===== config.mk =====
export PLATFORM = sky130hd
export DESIGN_NAME = sysid_read_arbiter
export DESIGN_NICKNAME = d
export VERILOG_FILES = /design/src/rtl/sysid_arb_pkg.sv /design/src/rtl/rr_arbiter2.sv /design/src/rtl/sysid_read_arbiter.sv
export SDC_FILE = /design/constraint.sdc
export NUM_CORES = 1
export LEC_CHECK = 0
export ABC_AREA = 0
export BUFFER_PORTS_ARGS = -buffer_cell sky130_fd_sc_hd__buf_2
export CAP_MARGIN = 20
export CORE_MARGIN = 1
export CORE_UTILIZATION = 52
export CTS_CLUSTER_SIZE = 40
export DETAILED_ROUTE_END_ITERATION = 10
export PLACE_DENSITY_LB_ADDON = 0.2
export SLEW_MARGIN = 20
export SYNTH_ARGS = -nofsm -noshare
export SYNTH_HDL_FRONTEND = slang
export SYNTH_SLANG_ARGS = --single-unit

===== constraint.sdc =====
create_clock -name clock -period 4 [get_ports clock]
set_input_delay 0.2 -clock clock [delete_from_list [all_inputs] [get_ports clock]]
set_output_delay 0.2 -clock clock [all_outputs]
set_load 0.02 [all_outputs]

===== src/rtl/sysid_arb_pkg.sv =====
// Shared definitions for the two-master sysid read arbiter.
// Holds the FSM state encoding, the default data width and the legal slave latency range.
// The latency clamp keeps counter sizing sane if an out-of-range value is ever passed in.
package sysid_arb_pkg;

    typedef enum logic [1:0] {
        IDLE   = 2'd0,
        ISSUE  = 2'd1,
        ACCEPT = 2'd2
    } arb_state_t;

    localparam int DATA_W_DEFAULT    = 32;
    localparam int SLAVE_LATENCY_MIN = 1;
    localparam int SLAVE_LATENCY_MAX = 15;

    // Force a requested slave latency into the supported range.
    function automatic int clamp_latency(input int lat);
        if (lat < SLAVE_LATENCY_MIN) begin
            return SLAVE_LATENCY_MIN;
        end
        if (lat > SLAVE_LATENCY_MAX) begin
            return SLAVE_LATENCY_MAX;
        end
        return lat;
    endfunction

endpackage


===== src/rtl/rr_arbiter2.sv =====
// Two-way round-robin grant selection, purely combinational.
// Latency: zero cycles, grant follows req_i and last_grant_i directly.
// Backpressure: none; the caller decides when a grant is acted upon.
module rr_arbiter2 (
    input  logic [1:0] req_i,
    input  logic       last_grant_i,   // index of the master served most recently
    output logic [1:0] grant_o         // one-hot, all zero when nobody requests
);

    // A lone requester always wins; on a tie the master not served last wins.
    always_comb begin
        grant_o = 2'b00;
        case (req_i)
            2'b01:   grant_o = 2'b01;
            2'b10:   grant_o = 2'b10;
            2'b11:   grant_o = last_grant_i ? 2'b01 : 2'b10;
            default: grant_o = 2'b00;
        endcase
    end

endmodule


===== src/rtl/sysid_read_arbiter.sv =====
// Shares one sysid slave (system ID / timestamp words) between two Avalon-MM read masters.
// Latency: read sampled in IDLE -> readdatavalid after SLAVE_LATENCY+2 cycles.
// Backpressure: waitrequest stays high except for the single ACCEPT cycle of the granted master.
module sysid_read_arbiter #(
    parameter int DATA_W        = sysid_arb_pkg::DATA_W_DEFAULT,
    parameter int SLAVE_LATENCY = 1
) (
    input  logic              clock,
    input  logic              reset,
    input  logic              m0_read,
    input  logic              m0_address,
    output logic              m0_waitrequest,
    output logic [DATA_W-1:0] m0_readdata,
    output logic              m0_readdatavalid,
    input  logic              m1_read,
    input  logic              m1_address,
    output logic              m1_waitrequest,
    output logic [DATA_W-1:0] m1_readdata,
    output logic              m1_readdatavalid,
    output logic              s_address,
    input  logic [DATA_W-1:0] s_readdata
);

    import sysid_arb_pkg::*;

    // The counter must be able to hold LAT itself so it can saturate there.
    localparam int               LAT      = sysid_arb_pkg::clamp_latency(SLAVE_LATENCY);
    localparam int               CNT_W    = $clog2(LAT + 1);
    localparam logic [CNT_W-1:0] CNT_LAST = CNT_W'(LAT - 1);
    localparam logic [CNT_W-1:0] CNT_MAX  = CNT_W'(LAT);

    arb_state_t        state_q;
    logic              gnt_q;          // master currently being served
    logic              last_q;         // master served most recently (completed reads only)
    logic [CNT_W-1:0]  cnt_q;
    logic [CNT_W-1:0]  cnt_d;
    logic              s_address_q;
    logic [1:0]        wait_q;
    logic [1:0]        rdv_q;
    logic [DATA_W-1:0] rdata0_q;
    logic [DATA_W-1:0] rdata1_q;

    logic [1:0]        req;
    logic [1:0]        grant;
    logic              gnt_addr_d;
    logic              gnt_read;

    assign req = {m1_read, m0_read};

    rr_arbiter2 u_rr (
        .req_i        (req),
        .last_grant_i (last_q),
        .grant_o      (grant)
    );

    assign gnt_addr_d = grant[1] ? m1_address : m0_address;
    assign gnt_read   = gnt_q ? m1_read : m0_read;
    assign cnt_d      = (cnt_q == CNT_MAX) ? cnt_q : cnt_q + 1'b1;

    // Transaction FSM with registered outputs; valid/waitrequest default to their idle values each cycle.
    always_ff @(posedge clock or posedge reset) begin
        if (reset) begin
            state_q     <= IDLE;
            gnt_q       <= 1'b0;
            last_q      <= 1'b1;
            cnt_q       <= '0;
            s_address_q <= 1'b0;
            wait_q      <= 2'b11;
            rdv_q       <= 2'b00;
            rdata0_q    <= '0;
            rdata1_q    <= '0;
        end else begin
            rdv_q  <= 2'b00;
            wait_q <= 2'b11;
            case (state_q)
                IDLE: begin
                    // Also reached on the readdatavalid cycle, so back-to-back grants work.
                    if (grant != 2'b00) begin
                        gnt_q       <= grant[1];
                        s_address_q <= gnt_addr_d;
                        cnt_q       <= '0;
                        state_q     <= ISSUE;
                    end
                end
                ISSUE: begin
                    if (!gnt_read) begin
                        // Master withdrew its read mid-flight: drop it without touching fairness state.
                        state_q <= IDLE;
                    end else if (cnt_q == CNT_LAST) begin
                        state_q <= ACCEPT;
                        wait_q  <= gnt_q ? 2'b01 : 2'b10;
                    end else begin
                        cnt_q <= cnt_d;
                    end
                end
                ACCEPT: begin
                    if (gnt_q) begin
                        rdata1_q <= s_readdata;
                    end else begin
                        rdata0_q <= s_readdata;
                    end
                    rdv_q   <= gnt_q ? 2'b10 : 2'b01;
                    last_q  <= gnt_q;
                    state_q <= IDLE;
                end
                default: begin
                    state_q <= IDLE;
                end
            endcase
        end
    end

    assign s_address        = s_address_q;
    assign m0_waitrequest   = wait_q[0];
    assign m1_waitrequest   = wait_q[1];
    assign m0_readdatavalid = rdv_q[0];
    assign m1_readdatavalid = rdv_q[1];
    assign m0_readdata      = rdata0_q;
    assign m1_readdata      = rdata1_q;

endmodule


==> results.toml, run 1 <==
[outcome]
status = "completed"

[layout]
antenna_cells = 0
drive_gt1_share_pct = 70.5
layout_commonest_cell = "buf_2"
nFillCells = 396
multi_input_area_um2 = 943
seq_area_um2 = 1830
layout_common_cells = "buf_2 (106), dfrtp_1 (70), mux2_2 (38)"
final_nets = 311
area_delta_synth_final_pct = 26.4

[sta]
drv_slew = 0
fin_skew_ns = 0.00507
finalSetupViolations = 0
rsz0062_at_grt = "no"
slew_headroom_pct = 38.1
setup_tns_ns = 0
layout_min_cycle_time_ns = 1.88
fmaxAchievable_mhz = 533
whs_ns = 0.0389
finalHoldViolations = 0
period_share_pct = 46.9
worst_pin_slew_ns = 0.926

[detailed_routing]
drt_iter0_markers = 94
vias_per_cell = 4.84
drc = 0
first_pass_iters = 4
drt-total-wl_mm = 5.12
ant_nets = 0
post_drt_wl_per_cell_um = 14.7
via_count = 1684

[clocking]
htree_levels = 3
cts_inserted_buffers = 9
post-cts-setup-buffers = 0
ctsResizeCount = 0
cts_hold_buf = 0
path_clk_slew_ns = 0.07
cts_num_sinks = 73
cts_max_path_buffers = 2
root_buffer = "clkbuf_8"
tritoncts = "done"
insertion_delay_ns = 0.33

[placed_design]
dpl.hpwl_mm = 3.51
gp_congestion = 0.765
io_buffers = 106

[yosys]
ys_types = 17
synth_nets = 199
yosysSeqAreaShare_pct = 64.2
yosysWarnings = 0
synth_area_per_cell_um2 = 17.7
synth_area_um2 = 2850
synth-seq-cells = 73
netlist_instances = 161

[worst_setup_path]
cp_max_fo = 33
worstSetupStartpointType = "register"
arrival_ns = 2.09
cp-end-kind = "register"
crit_type = "reg -> reg"
cp.required_ns = 4.22

[grt]
grt_pass1_wl_mm = 8.40
gr-usage-all-layers_pct = 19.1
antenna_found_initial = 0
overflow = 0
grt_pass1_vias = 1665
grt_max_degree = 42

[floorplan]
die_h_um = 76.1
io_pins = 107
chipWidth_um = 76.1
core_area_um2 = 5200
die_area_um2 = 5790
start_util_pct = 54.8
fp-row-count = 26

[pwr]
p_leak_uw = 0.00189
p_per_area_nw_per_um2 = 926
p_total_uw = 3340
vdd_drop_max_mv = 0.494

[flow_run]
drv_cap = 0

[worst_hold_path]
hold_path_class = "in -> async"
## per-stage QoR
| stage | cell area, µm² | utilization [%] | cells | worst slack, ns |
|---|---|---|---|---|
| finish | 3610 | 69.3 | 348 | 2.12 |
| global route | 3610 | 69.3 | 348 | 2.04 |
| CTS | 3610 | 69.3 | 348 | 2.12 |
| detailed placement | 3410 | 65.5 | 332 | 2.12 |
| global placement | 3410 | 65.5 | 332 | 2.16 |
| floorplan | 2850 | - | 161 | 1.95 |
## sequential cells by signal, indices dropped and copies added, names as in the netlist
signal and flops:
last_q 1, rdv_q 2, state_q 2, m1_readdata 32
s_address 1, wait_q 2, m0_readdata 32, gnt_q 1
## worst paths after layout
path | from | end | slack, ns | depth (start not counted)
max reg2reg | state_q[0]$_DFFE_PP0P_ | m0_readdata[8]$_DFFE_PP0P_ | 2.12 | 3
min in group clock | m1_read | wait_q[1]$_DFF_PP1_ | 0.06 | 2
max in group asynchronous | reset | last_q$_DFFE_PP1N_ | 3.00 | 3
min | reset | m1_readdata[15]$_DFFE_PP0P_ | 0.04 | 2
min reg2reg | last_q$_DFFE_PP1N_ | last_q$_DFFE_PP1N_ | 0.48 | 2
max | state_q[0]$_DFFE_PP0P_ | m0_readdata[8]$_DFFE_PP0P_ | 2.12 | 3
## cells by family after synthesis
kind of cell	synth area share, %
simple gates	2.59
compound gates	0.746
flops	64.2
mux	29.7
buf+inv	2.76
## metal layers
metal  global-route usage [%]  routed length [µm]
met5                        0                   0
met4                     9.23                  94
met3                     5.87                 328
met2                     27.3                2240
met1                     26.7                2450
## cell type report
class | instances | share of cell area (%)
sequential | 73 | 50.8
multi-input combinational | 79 | 26.2
timing repair buffer | 107 | 14.9
clock buffer | 10 | 3.82
tap | 70 | 2.43
clock inverter | 6 | 1.60
inverter | 3 | 0.312
## synthesized netlist by cell type
master,number,area share (%)
dfrtp_1,70,61
mux2_2,38,15
mux2_4,28,15
buf_6,6,2.4
dfstp_2,3,2.8
inv_1,3,0.39
nand2_1,3,0.39
a21boi_0,1,0.26
a22o_1,1,0.31
nand2b_2,1,0.31
nand3_1,1,0.18
nand3b_1,1,0.26
nand3b_4,1,0.70
nor2_1,1,0.13
nor2_4,1,0.39
nor2b_1,1,0.22
o21ai_0,1,0.18
## power by group
| group | switching (µW) | total [µW] | internal [µW] |
|---|---|---|---|
| clock network | 263 | 564 | 301 |
| logic | 779 | 1470 | 691 |
| registers | 194 | 1300 | 1110 |
## worst max-delay path: stages, from the launching register on
cell and delay, ns:
dfrtp_1 0.40, nand2b_2 0.21, nor2_4 0.71, mux2_2 0.42
Note: power is estimated with default switching activity, not from simulation.
==> run 2, diff against run 1 <==
--- a/config.mk
+++ b/config.mk
@@ -5,11 +5,11 @@
 export SDC_FILE = /design/constraint.sdc
 export NUM_CORES = 1
 export LEC_CHECK = 0
-export ABC_AREA = 0
+export ABC_AREA = 1
 export BUFFER_PORTS_ARGS = -buffer_cell sky130_fd_sc_hd__buf_2
 export CAP_MARGIN = 20
 export CORE_MARGIN = 1
-export CORE_UTILIZATION = 52
+export CORE_UTILIZATION = 44
 export CTS_CLUSTER_SIZE = 40
 export DETAILED_ROUTE_END_ITERATION = 10
 export PLACE_DENSITY_LB_ADDON = 0.2
==> constraint.sdc (replaced) <==
create_clock -name clock -period 1.7 [get_ports clock]
set_input_delay 0.085 -clock clock [delete_from_list [all_inputs] [get_ports clock]]
set_output_delay 0.085 -clock clock [all_outputs]
set_load 0.02 [all_outputs]
==> results.toml, run 2 <==
[clocking]
tritoncts = "done"
cts_inserted_buffers = 9
root_buffer = "clkbuf_8"
path_clk_slew_ns = 0.07
cts_max_path_buffers = 2
insertion_delay_ns = 0.33
cts_num_sinks = 73
ctsResizeCount = 0
htree_levels = 3

[worst_hold_path]
hp-start = "s_readdata[14]"
hold_path_class = "in -> reg"

[yosys]
synth_area_per_cell_um2 = 10.7
synth_edf_count = 0
synth-seq-cells = 73
ys_types = 17
synth.largest_area_cell = "dfrtp_1"
synthTopCellsByCount = "dfrtp_1 (70), nand2_1 (68), o21ai_2 (43)"
yosysMostFrequentCell = "dfrtp_1"
yosysSeqAreaShare_pct = 61.5
yosysWarnings = 0
netlist_instances = 278
synth_nets = 316
async_flop_share_pct = 100
synthFlopType = "dfrtp_1"
synth_top_area_share_pct = 58.9
netlist_top_cells_area = "dfrtp_1 (59%), o21ai_2 (13%), nand2_1 (8.6%)"
synth_area_um2 = 2980

[layout]
drive_gt1_share_pct = 46.3
final_cells = 474
nFillCells = 602
final_nets = 430
layout_common_cells = "buf_2 (106), dfrtp_1 (70), nand2_1 (68)"
area_delta_synth_final_pct = 27.2
layout_commonest_cell = "buf_2"
antenna_cells = 0
fin_util_pct = 59.0

[floorplan]
fp-row-count = 29
core_area_um2 = 6420
start_util_pct = 46.3
io_pins = 107
chipWidth_um = 84.2
die_area_um2 = 7090
die_h_um = 84.2

[placed_design]
io_buffers = 106
place_inst = 452
dpl.hpwl_mm = 3.83
gp_congestion = 0.717

[pwr]
p_per_area_nw_per_um2 = 2070
p_seq_share_pct = 39.0
power_switching_uw = 3290
p_int_uw = 4550
vdd_drop_max_mv = 0.871
p_total_uw = 7840
p_leak_uw = 0.00210
p_comb_share_pct = 44.1
p_sw_share_pct = 41.9
p_clk_share_pct = 16.9

[grt]
grt_max_degree = 74
overflow = 0
gr-usage-all-layers_pct = 17.7
antenna_found_initial = 0
grt_pass1_vias = 2125
grt_pass1_wl_mm = 9.73

[worst_setup_path]
crit_type = "reg -> reg"
arrival_ns = 1.40
cp.required_ns = 1.96
cp-end-kind = "register"
worstSetupStartpointType = "register"
reg2reg_from = "gnt_q$_DFFE_PP0P_"
cp_max_fo = 24
startpoint = "gnt_q$_DFFE_PP0P_"

[outcome]
status = "finished with violations"
violations = "DRC"

[sta]
slew_headroom_pct = 74.7
setup_tns_ns = 0
drv_slew = 0
fin_skew_ns = 0.00584
finalSetupViolations = 0
period_share_pct = 67.2
finalHoldViolations = 0
fmaxAchievable_mhz = 875
whs_ns = 0.0135
layout_min_cycle_time_ns = 1.14
rsz0062_at_grt = "no"
worst_pin_slew_ns = 0.380

[detailed_routing]
drt_iter0_markers = 165
drt-total-wl_mm = 5.64
via_count = 2144
drc = 19
ant_nets = 0
first_pass_iters = 7
vias_per_cell = 4.52
wl_met2_mm = 2.44
maxUsedRoutingLayer = "met4"
wl_met1_mm = 2.66
post_drt_wl_per_cell_um = 11.9
met3_length_um = 430

[flow_run]
drv_cap = 0
## run 2: cell types whose count changed after synthesis, sizes merged, moves of 2 or more
| cell | change |
|---|---|
| buf | +7 |
| inv | +38 |
| mux2 | -66 |
| nand2 | +71 |
| nand3 | +5 |
| nand3b | -2 |
| o21ai | +66 |
## run 2: path summary, 6_finish.rpt
| check | slack, ns | cells past startpoint | to |
|---|---|---|---|
| max | 0.56 | 5 | m0_readdata[26]$_DFFE_PP0P_ |
| min | 0.01 | 3 | m1_readdata[14]$_DFFE_PP0P_ |
| max reg2reg | 0.56 | 5 | m0_readdata[26]$_DFFE_PP0P_ |
| min reg2reg | 0.48 | 2 | m0_readdata[18]$_DFFE_PP0P_ |
| max in group asynchronous | 0.95 | 4 | wait_q[1]$_DFF_PP1_ |
| min in group asynchronous | 0.41 | 4 | m0_readdata[8]$_DFFE_PP0P_ |
## run 2: area by class of cell
cell class / count / area [µm²] / area share [%]
Inverter: 41 / 158 / 4.16
Clock inverter: 6 / 57.6 / 1.52
Tap cell: 77 / 96.3 / 2.54
Sequential cell: 73 / 1830 / 48.3
Multi-Input combinational cell: 150 / 841 / 22.2
Clock buffer: 10 / 138 / 3.64
Timing Repair Buffer: 117 / 666 / 17.6
## run 2: repair_timing
action | in CTS | in global routing
endpoints found under the hold margin | 76 | 0
setup buffers | 0 | 0
hold buffers | 6 | 0
## run 2: kinds of logic (layout without fill, tap and decap cells)
logic type | count (synthesis) | after routing | share of synthesized area [%]
simple gates | 83 | 83 | 11.6
compound gates | 67 | 67 | 16.7
flops | 73 | 73 | 61.5
buf+inv | 55 | 174 | 10.2
## run 2: through the flow
step | setup slack (ns) | cell area (µm²)
after floorplan | 0.648 | 2980
after global placement | 0.611 | 3530
after detailed placement | 0.568 | 3530
after CTS | 0.558 | 3790
after global routing | 0.450 | 3790
final | 0.557 | 3790
## run 2: per-layer routing
layer  track usage (%)  up-vias
li1                  -     1094
met1              23.2      962
met2              26.5       78
met3              5.70       10
met4              8.93        0
met5                 0        -
## run 2: critical path: stages, from the launching register on
cell	delay [ns]
dfrtp_1	0.42
inv_2	0.07
nand3_2	0.10
buf_4	0.30
nand2_1	0.11
o21ai_2	0.07
## run 2: power groups by stage
stage	Combinational, µW	Sequential [µW]	Clock, µW
finish	3460	3050	1330
global route	3820	3160	1440
CTS	3510	3060	1370
detailed placement	3500	3080	0
global placement	3420	3070	0
floorplan	1440	4080	0
